**src/rtl/neuronal_pipe_arbiter.sv**
```systemverilog
// Round-robin arbiter with burst lock sharing one registered pipe stage between NUM_REQ requesters.
// Optional NEURONAL_PIPE_ARB_STATS_EN adds per-requester grant counters and starvation flags.
module neuronal_pipe_arbiter #(
    parameter int unsigned NUM_REQ   = 4,
    parameter int unsigned DATA_W    = 32,
    parameter int unsigned ID_W      = 2,
    parameter int unsigned MAX_BURST = 8,
    parameter int unsigned PIPE_LAT  = 1
) (
    input  logic                      i_clk,
    input  logic                      i_reset,
    input  logic [NUM_REQ-1:0]        i_req_valid,
    input  logic [NUM_REQ-1:0]        i_req_last,
    input  logic [NUM_REQ*DATA_W-1:0] i_req_data,
    output logic [NUM_REQ-1:0]        o_req_ready,
    input  logic                      i_dn_ready,
    output logic [DATA_W-1:0]         o_pipe_in_data,
    input  logic [DATA_W-1:0]         i_pipe_out_data,
    output logic                      o_rsp_valid,
    output logic [ID_W-1:0]           o_rsp_id,
    output logic [DATA_W-1:0]         o_rsp_data,
    output logic                      o_busy
`ifdef NEURONAL_PIPE_ARB_STATS_EN
    ,
    output logic [NUM_REQ*16-1:0]     o_grant_cnt,
    output logic [NUM_REQ-1:0]        o_starve_flag
`endif
);

    typedef enum logic [0:0] {StIdle, StBurst} state_e;

    state_e          r_state, w_state_d;
    logic [ID_W-1:0] r_rr_ptr, w_rr_ptr_d;
    logic [ID_W-1:0] r_owner, w_owner_d;
    logic [7:0]      r_beat_cnt, w_beat_cnt_d;

    logic [PIPE_LAT-1:0] r_tag_vld;
    logic [ID_W-1:0]     r_tag_id [PIPE_LAT];

    logic [2*NUM_REQ-1:0] w_dbl;
    logic [NUM_REQ-1:0]   w_rot;
    logic                 w_found;
    logic [ID_W-1:0]      w_winner;
    logic                 w_accept;
    logic [ID_W-1:0]      w_acc_id;
    logic [DATA_W-1:0]    w_req_data [NUM_REQ];
    int                   w_idx;

    function automatic logic [ID_W-1:0] next_id(input logic [ID_W-1:0] x);
        if (int'(x) == int'(NUM_REQ) - 1) return '0;
        return x + ID_W'(1);
    endfunction

    // Rotate valids so bit 0 is the requester at rr_ptr; first set bit wins.
    always_comb begin
        w_dbl    = {i_req_valid, i_req_valid} >> r_rr_ptr;
        w_rot    = w_dbl[NUM_REQ-1:0];
        w_found  = 1'b0;
        w_winner = '0;
        w_idx    = 0;
        for (int k = 0; k < int'(NUM_REQ); k++) begin
            if (!w_found && w_rot[k]) begin
                w_found = 1'b1;
                w_idx   = int'(r_rr_ptr) + k;
                if (w_idx >= int'(NUM_REQ)) w_idx = w_idx - int'(NUM_REQ);
                w_winner = ID_W'(w_idx);
            end
        end
    end

    always_comb begin
        for (int i = 0; i < int'(NUM_REQ); i++) begin
            w_req_data[i] = i_req_data[i*DATA_W +: DATA_W];
        end
    end

    always_comb begin
        w_state_d    = r_state;
        w_rr_ptr_d   = r_rr_ptr;
        w_owner_d    = r_owner;
        w_beat_cnt_d = r_beat_cnt;
        w_accept     = 1'b0;
        w_acc_id     = '0;
        if (!i_reset && i_dn_ready) begin
            unique case (r_state)
                StIdle: begin
                    if (w_found) begin
                        w_accept = 1'b1;
                        w_acc_id = w_winner;
                        if (i_req_last[w_winner] || MAX_BURST == 1) begin
                            w_rr_ptr_d = next_id(w_winner);
                        end else begin
                            w_state_d    = StBurst;
                            w_owner_d    = w_winner;
                            w_beat_cnt_d = 8'd1;
                        end
                    end
                end
                StBurst: begin
                    if (i_req_valid[r_owner]) begin
                        w_accept = 1'b1;
                        w_acc_id = r_owner;
                        if (i_req_last[r_owner] ||
                            (9'(r_beat_cnt) + 9'd1) == 9'(MAX_BURST)) begin
                            w_state_d    = StIdle;
                            w_rr_ptr_d   = next_id(r_owner);
                            w_beat_cnt_d = '0;
                        end else begin
                            w_beat_cnt_d = r_beat_cnt + 8'd1;
                        end
                    end else begin
                        w_state_d    = StIdle;
                        w_rr_ptr_d   = next_id(r_owner);
                        w_beat_cnt_d = '0;
                    end
                end
                default: w_state_d = StIdle;
            endcase
        end
    end

    always_comb begin
        o_req_ready    = '0;
        o_pipe_in_data = '0;
        if (w_accept) begin
            o_req_ready[w_acc_id] = 1'b1;
            o_pipe_in_data        = w_req_data[w_acc_id];
        end
    end

    always_ff @(posedge i_clk) begin
        if (i_reset) begin
            r_state    <= StIdle;
            r_rr_ptr   <= '0;
            r_owner    <= '0;
            r_beat_cnt <= '0;
        end else begin
            r_state    <= w_state_d;
            r_rr_ptr   <= w_rr_ptr_d;
            r_owner    <= w_owner_d;
            r_beat_cnt <= w_beat_cnt_d;
        end
    end

    // Tag line mirrors the pipe latency so the tail lines up with i_pipe_out_data.
    always_ff @(posedge i_clk) begin
        if (i_reset) begin
            r_tag_vld <= '0;
            for (int i = 0; i < int'(PIPE_LAT); i++) r_tag_id[i] <= '0;
        end else begin
            r_tag_vld[0] <= w_accept;
            r_tag_id[0]  <= w_acc_id;
            for (int i = 1; i < int'(PIPE_LAT); i++) begin
                r_tag_vld[i] <= r_tag_vld[i-1];
                r_tag_id[i]  <= r_tag_id[i-1];
            end
        end
    end

    assign o_rsp_valid = r_tag_vld[PIPE_LAT-1];
    assign o_rsp_id    = r_tag_id[PIPE_LAT-1];
    assign o_rsp_data  = i_pipe_out_data;
    assign o_busy      = (r_state == StBurst) || (|r_tag_vld);

`ifdef NEURONAL_PIPE_ARB_STATS_EN
    localparam int unsigned StarveLimit = NUM_REQ * MAX_BURST;

    logic [15:0]        r_grant_cnt [NUM_REQ];
    logic [15:0]        r_wait_cnt  [NUM_REQ];
    logic [NUM_REQ-1:0] r_starve;

    always_ff @(posedge i_clk) begin
        if (i_reset) begin
            r_starve <= '0;
            for (int i = 0; i < int'(NUM_REQ); i++) begin
                r_grant_cnt[i] <= '0;
                r_wait_cnt[i]  <= '0;
            end
        end else begin
            for (int i = 0; i < int'(NUM_REQ); i++) begin
                if (o_req_ready[i] && r_grant_cnt[i] != 16'hFFFF) begin
                    r_grant_cnt[i] <= r_grant_cnt[i] + 16'd1;
                end
                if (i_req_valid[i] && !o_req_ready[i]) begin
                    if (r_wait_cnt[i] != 16'hFFFF) r_wait_cnt[i] <= r_wait_cnt[i] + 16'd1;
                    if (r_wait_cnt[i] >= 16'(StarveLimit)) r_starve[i] <= 1'b1;
                end else begin
                    r_wait_cnt[i] <= '0;
                end
            end
        end
    end

    always_comb begin
        for (int i = 0; i < int'(NUM_REQ); i++) o_grant_cnt[i*16 +: 16] = r_grant_cnt[i];
    end
    assign o_starve_flag = r_starve;
`endif

endmodule

```
**config.mk**
```make
export PLATFORM = sky130hd
export DESIGN_NAME = neuronal_pipe_arbiter
export DESIGN_NICKNAME = d
export VERILOG_FILES = /design/src/rtl/neuronal_pipe_arbiter.sv
export SDC_FILE = /design/constraint.sdc
export NUM_CORES = 1
export LEC_CHECK = 0
export CAP_MARGIN = 25
export CORE_MARGIN = 3
export CORE_UTILIZATION = 28
export DETAILED_ROUTE_END_ITERATION = 6
export GPL_ROUTABILITY_DRIVEN = 0
export PLACE_DENSITY = 0.9
export RECOVER_POWER = 50
export SLEW_MARGIN = 0
export SYNTH_ARGS = -nofsm -noshare
export SYNTH_HDL_FRONTEND = slang
export SYNTH_SLANG_ARGS = --single-unit
```
**constraint.sdc**
```tcl
create_clock -name i_clk -period 2.2 [get_ports i_clk]
set_clock_uncertainty 0.05 [all_clocks]
set_input_delay 0.22 -clock i_clk [delete_from_list [all_inputs] [get_ports i_clk]]
set_output_delay 0.22 -clock i_clk [all_outputs]
set_load 0.03 [all_outputs]
```
==> run metrics, run 1 <==
status=finished, violations left; failing checks=setup timing; synth top area cells=mux4_2, dfxtp_1, buf_4; Hold WC Path Type=input pin to output port; syn_nets=438; crit path time final=2.65 ns; Worst VDD drop=0.000224 V; initial antenna violation count=0; Seq/Total Area, Yosys=12.9%; mux contribution to synthesized area=34.3%; #FFs+latches synth=16; measured slew at the worst slew-check pin=0.527 ns; RR Endpoint=r_owner[1]; clk sinks=16; worst slack at placement=-1.14 ns; Crit Path Class=flip-flop to output port; Die Area=10000 µm²; Worst EP required=1.93 ns; starting density of the core=29.5%; CTS tree=yes; # diodes=0; clk_lat worst skew=0.26 ns; max-cap violation count=0; Row Count=33; Total GRT Usage=21.3%; share of layout cells above drive strength 1=48.1%; Mapped Cells=264; share of synthesized registers carrying an async set or reset=0%; Setup WS post-layout=-0.446 ns; Core Util, Final=62.6%; grt total ovfl=0; DR iter-0 viols=126; Power Density=346 nW/µm²; Post-DP HPWL=9080 µm; Synth Area in XOR/XNOR=1.06%; cell taking the most area after synthesis=mux4_2; Port Buffers=178; first-pass GRT wire length=16700 µm; startpoint types=flip-flop; commonest non-fill, non-tap cell in the layout=clkdlybuf4s50_1; CP startpoint=r_owner[0]; htree depth=1; largest family of logic cells by synthesized area=multiplexers; vias in the first global route=3085; Die Span X=100 µm; post-synthesis compound-gate area fraction=11.4%; max_slew headroom=64.5%; detailed-route wire length per cell=20.8 µm; final worst-path cycle share=120%; Final nets=645; Synth Area in Simple Gates=25.1%; final hold violation count=0; Sw Share=33.5%; fmax=378 MHz; max-slew violations=0; Die Ht=100 µm; root buffer cell=clkbuf_8; top_reg_cell synth=dfxtp_1; post-synthesis adder-cell area fraction=1.51%; YS warnings=0; antenna viol nets, final=0; Post-route DRC=0; core area=8420 µm²; clock slew at reported path FFs=0.07 ns; Avg Inst Size Synth=9.41 µm²; Total Routed Length=12000 µm; CTS Buf Count=3; P_int=1.21 mW; Post-synth EDFFs=0; NetSw=0.611 mW; Post-Syn Area=2480 µm²; Crit. End Element=output port; critical path endpoint=o_pipe_in_data[2]; IO Pins=243; r2r setup slk=-0.12 ns; Clk pwr share=14.9%; Leak Pwr=2.11 nW; hold slack=0.390 ns; commonest cells after routing, fill and taps aside=clkdlybuf4s50_1, buf_4, buf_6, mux4_2, and2_4; crit path DAT=2.38 ns; area grow syn2layout=112%; R2R depth=8; CP max FO=9; drt pass-1 iters=4; clk buf depth=2; Setup violations, final=40; Fin Setup TNS=-14.36 ns; Avg Vias per Cell=5.24; Comb pwr share=66.9%; RSZ-0062 raised after global routing=yes; via count=3012; post-synth cell types=52; worst r2r src=r_rr_ptr[0]; post-synth top area share=29.9%; Seq pwr share=18.3%; largest net degree at the start of global routing=34
[synthesized netlist by cell type, types with 3 or more instances]
cell,n
nor3b_1,3
nor3_1,7
nor4_1,3
buf_6,3
o21a_1,3
a21oi_1,6
nor4b_1,4
and2_1,33
inv_1,6
nor2_1,18
buf_4,32
ha_1,3
o21ai_0,13
clkbuf_1,7
mux4_2,33
dfxtp_1,16
nor2b_1,4
nand2_1,20
and3_1,3
buf_1,3
nand2b_1,3
[per-stage QoR]
step | std cells | area (µm²) | power (mW)
2_1_floorplan | 264 | 2620 | 0.941
3_3_place_gp | 551 | 4620 | 1.33
3_5_place_dp | 551 | 4620 | 1.36
4_1_cts | 569 | 5110 | 1.75
5_1_grt | 575 | 5270 | 1.90
6_report | 575 | 5270 | 1.83
[registers in the layout, summed over array words and instances, names as in the netlist]
name and flops:
r_beat_cnt 8, r_owner 2, r_rr_ptr 2, r_tag_id 2
o_rsp_valid 1, r_state 1
[final cells by class]
cell class              instances  area [µm²]
clock buffers                   4        55.1
multi-input cells             195        2160
well taps                     105         131
repair buffers                247        2550
inverters                       8        42.5
fillers                       663        3150
flip-flops and latches         16         334
[how the worst min path moves through the flow]
stage	startpoint	endpoint	depth (start not counted)
after floorplan	i_dn_ready	r_state	2
after global placement	i_pipe_out_data[15]	o_rsp_data[15]	0
after detailed placement	i_pipe_out_data[15]	o_rsp_data[15]	0
after CTS	i_pipe_out_data[15]	o_rsp_data[15]	0
after global routing	i_pipe_out_data[1]	o_rsp_data[1]	0
final	i_pipe_out_data[10]	o_rsp_data[10]	0
[routing by layer]
| layer | GRT usage (%) | vias up | part of all wire [%] |
|---|---|---|---|
| met1 | 23.6 | 1446 | 34 |
| met4 | 8.08 | 0 | 3.4 |
| li1 | - | 1376 | - |
| met3 | 6.12 | 33 | 9.4 |
| met5 | 0 | - | 0 |
| met2 | 38.3 | 157 | 53 |
[worst max-delay path, stage by stage, from the launching register on]
cell and delay [ns]:
dfxtp_4 0.37, mux2_4 0.32, mux2i_4 0.18, o22ai_4 0.11, nand2_4 0.10, buf_6 0.12
buf_12 0.13, mux4_2 0.50, and2_4 0.16, buf_6 0.13
[power groups by stage]
stage	Sequential (mW)	Clock (mW)	Combinational [mW]
floorplan	0.339	0	0.602
finish	0.333	0.271	1.22
detailed placement	0.335	0	1.02
global route	0.335	0.280	1.28
CTS	0.331	0.269	1.15
global placement	0.334	0	0.993
[cells by family (layout without fill, tap and decap cells)]
kind of cell | Yosys count | count (layout)
simple gates | 109 | 109
buf+inv | 53 | 259
mux | 41 | 41
compound gates | 39 | 39
fa+ha+maj | 3 | 3
xor+xnor | 3 | 3
flops | 16 | 16
[what timing repair did]
action	CTS	global route
gates resized for setup	257	33
pin swaps	39	14
cloned	4	1
endpoints found under the setup margin	48	48
buffers inserted	11	7
hold buffers	0	0
(Power assumes the default switching activity.)
==> run 2: changes to the inputs <==
CTS_CLUSTER_DIAMETER = 60   (was unset)
CTS_CLUSTER_SIZE = 10   (was unset)
==> results of run 2 <==
Final layout, timing and power as in run 1 (identical DEF).
==> run 3: changes to the inputs <==
GPL_TIMING_DRIVEN = 0   (was unset)
==> run 3 against run 2 <==
  * The run still ends with setup timing left
  * Routed wire length up 0.93%
  * Cell count up 7.1%
  * Via count up 3.5%
  * Utilization up 1.8 points
  * Maximum frequency down 2.7%
  * Count of clock-buffer cells in the layout unchanged
  * Sequential share of layout area down 0.082 points
  * Flip-flop and latch count unchanged
  * Final area up 2.8%
  * Non-clock buffer count up 41
  * First-iteration DRC count down 4.0%
  * Sequential power about the same
  * Critical endpoint is now o_pipe_in_data[14]
  * Largest cell class unchanged
  * Largest power group unchanged
  * Highest routed layer unchanged
==> run metrics, run 3 (synthesized netlist as in run 1, its figures left out) <==
Final nets=686 (+6.4%); detailed-route wire length per cell=19.6 µm (-5.8%); startpoint types=flip-flop; CP max FO=5 (-4); clk_lat worst skew=0.25 ns (about the same); antenna viol nets, final=0 (unchanged); max reg flops=8 (unchanged); status=finished, violations left; share of layout cells above drive strength 1=44.6% (-3.5 points); r2r setup slk=-0.33 ns (-0.21 ns); core area=8420 µm² (unchanged); IO Pins=243 (unchanged); largest register by flop count=r_beat_cnt; Crit Path Class=flip-flop to output port; RR Endpoint=r_owner[0]; Setup violations, final=45 (+13%); clk sinks=16 (unchanged); P_int=1.19 mW (-1.7%); max-slew violations=0 (unchanged); fmax=368 MHz (-2.7%); Row Count=33 (unchanged); critical path endpoint=o_pipe_in_data[14]; max_slew headroom=53.1% (-11 points); Hold WC Path Type=flip-flop to flip-flop; area grow syn2layout=118%; RSZ-0062 raised after global routing=yes; crit path buf inv count=3 (unchanged); CP startpoint=r_owner[0]; clk buf depth=2 (unchanged); CTS tree=yes; Post-route DRC=0 (unchanged); commonest cells after routing, fill and taps aside=clkdlybuf4s50_1, buf_4, buf_6, mux4_2, and2_4; Die Area=10000 µm² (unchanged); crit path DAT=2.45 ns (+0.07 ns); CTS Buf Count=3 (unchanged); vias in the first global route=3103 (+0.58%); initial antenna violation count=0 (unchanged); Top Family by Delay on Critical Path=multiplexers; # diodes=0 (unchanged); Leak Pwr=2.20 nW (+4.1%); Sw Share=35.2% (+1.7 points); Crit path largest cell delay=0.50 ns (about the same); Post-DP HPWL=9370 µm (+3.2%); Comb pwr share=67.7% (+0.8 points); Slowest-stage cell, CP=mux4_2; htree depth=1 (unchanged); failing checks=setup timing; CP cell instances=mux2_4, mux2i_4, o22ai_4, nand2_4, buf_12, buf_12, mux4_2, and2_4, buf_6; drt pass-1 iters=4 (unchanged); FILL cells=664 (+0.15%); via count=3116 (+3.5%); R2R depth=9 (+1); crit path time final=2.72 ns (+0.0736 ns); clock slew at reported path FFs=0.07 ns (about the same); Setup WS post-layout=-0.519 ns (-0.0736 ns); max-cap violation count=0 (unchanged); final hold violation count=0 (unchanged); hold slack=0.455 ns (+0.0651 ns); final worst-path cycle share=124% (+3.3 points); measured slew at the worst slew-check pin=0.704 ns (+0.177 ns); Crit. End Element=output port; worst r2r src=r_rr_ptr[0]; Worst VDD drop=0.000281 V (+26%); grt total ovfl=0 (unchanged); Avg Vias per Cell=5.06 (-3.4%); Die Ht=100 µm (unchanged); starting density of the core=29.5% (unchanged); largest net degree at the start of global routing=11 (-68%); first-pass GRT wire length=16800 µm (+0.62%); Worst EP required=1.93 ns (about the same); Clk pwr share=14.3% (-0.6 points); root buffer cell=clkbuf_8; Power Density=340 nW/µm² (-1.8%); DR iter-0 viols=121 (-4.0%); Die Span X=100 µm (unchanged); Fin Setup TNS=-16.97 ns (-2.60 ns); NetSw=0.649 mW (+6.2%); Total GRT Usage=21.4% (+0.12 points); Port Buffers=210 (+18%); Seq pwr share=18.0% (-0.3 points); commonest non-fill, non-tap cell in the layout=clkdlybuf4s50_1; CP dominant cell by count=buf_12; Crit. path cell count=9 (unchanged); Total Routed Length=12100 µm (+0.93%)
==> run 3: changes by cell type in the layout (fill, tap and decap cells not counted), moves of 4 or more <==
cell | previous run | this run
buf_12 | 8 | 3
dlygate4sd3_1 | 0 | 20
clkbuf_2 | 0 | 4
clkdlybuf4s50_1 | 138 | 149
buf_6 | 41 | 37
buf_4 | 51 | 66
==> run 3: worst min path at each step <==
stage	startpoint	endpoint	slack, ns	cells past startpoint
finish	r_beat_cnt[7]	r_beat_cnt[7]	0.46	2
global route	r_beat_cnt[7]	r_beat_cnt[7]	0.48	2
CTS	r_beat_cnt[7]	r_beat_cnt[7]	0.45	2
detailed placement	r_beat_cnt[7]	r_beat_cnt[7]	0.44	2
global placement	r_beat_cnt[7]	r_beat_cnt[7]	0.42	2
floorplan	i_dn_ready	r_state	0.37	2
==> run 3: metal layers <==
metal	global-route usage, %	up-vias	part of all wire, %
met5	0	-	0
met4	4.25	0	1.5
met3	4.03	17	7.1
met2	40.5	161	55
met1	24.9	1485	37
li1	-	1453	-
==> run 3: timing repair <==
action                     CTS  global route
setup endpoints to repair   52            49
buffers inserted            18            16
resized for setup          300            24
pin swaps                   10             7
hold buffers                 0             0
gates cloned                 2             0
==> run 3: area by class of cell <==
cell class	count	area, µm²	area share [%]
Clock buffer	4	55.1	1.02
Timing Repair Buffer	245	2450	45.2
Multi-Input combinational cell	195	2080	38.3
Sequential cell	16	339	6.25
Inverter	8	36.3	0.669
Buffer	43	330	6.09
Tap cell	105	131	2.42
==> run 3: power by group through the flow <==
stage	logic [mW]	registers [mW]	clock network (mW)
finish	1.25	0.332	0.263
global placement	1.06	0.338	0
CTS	1.18	0.335	0.268
global route	1.31	0.332	0.285
floorplan	0.602	0.339	0
detailed placement	1.08	0.340	0
==> run 3: per-stage QoR <==
step                      std cells  power [mW]  util, %  area (µm²)  worst slack, ns
after floorplan                 264       0.941        -        2620          -0.0601
after global placement          579        1.39     57.6        4850            -1.41
after detailed placement        579        1.42     57.6        4850            -1.45
after CTS                       603        1.78     62.5        5270           -0.549
after global routing            616        1.93     64.4        5420           -0.605
final                           616        1.84     64.4        5420           -0.519
==> run 3: worst reg2reg max path: cells and delay by family, from the launching register on <==
family / cells / cell delay (ns)
flip-flops: 1 / 0.37
buffers and inverters: 2 / 0.25
multiplexers: 3 / 0.70
AND/OR/NAND/NOR: 4 / 1.05
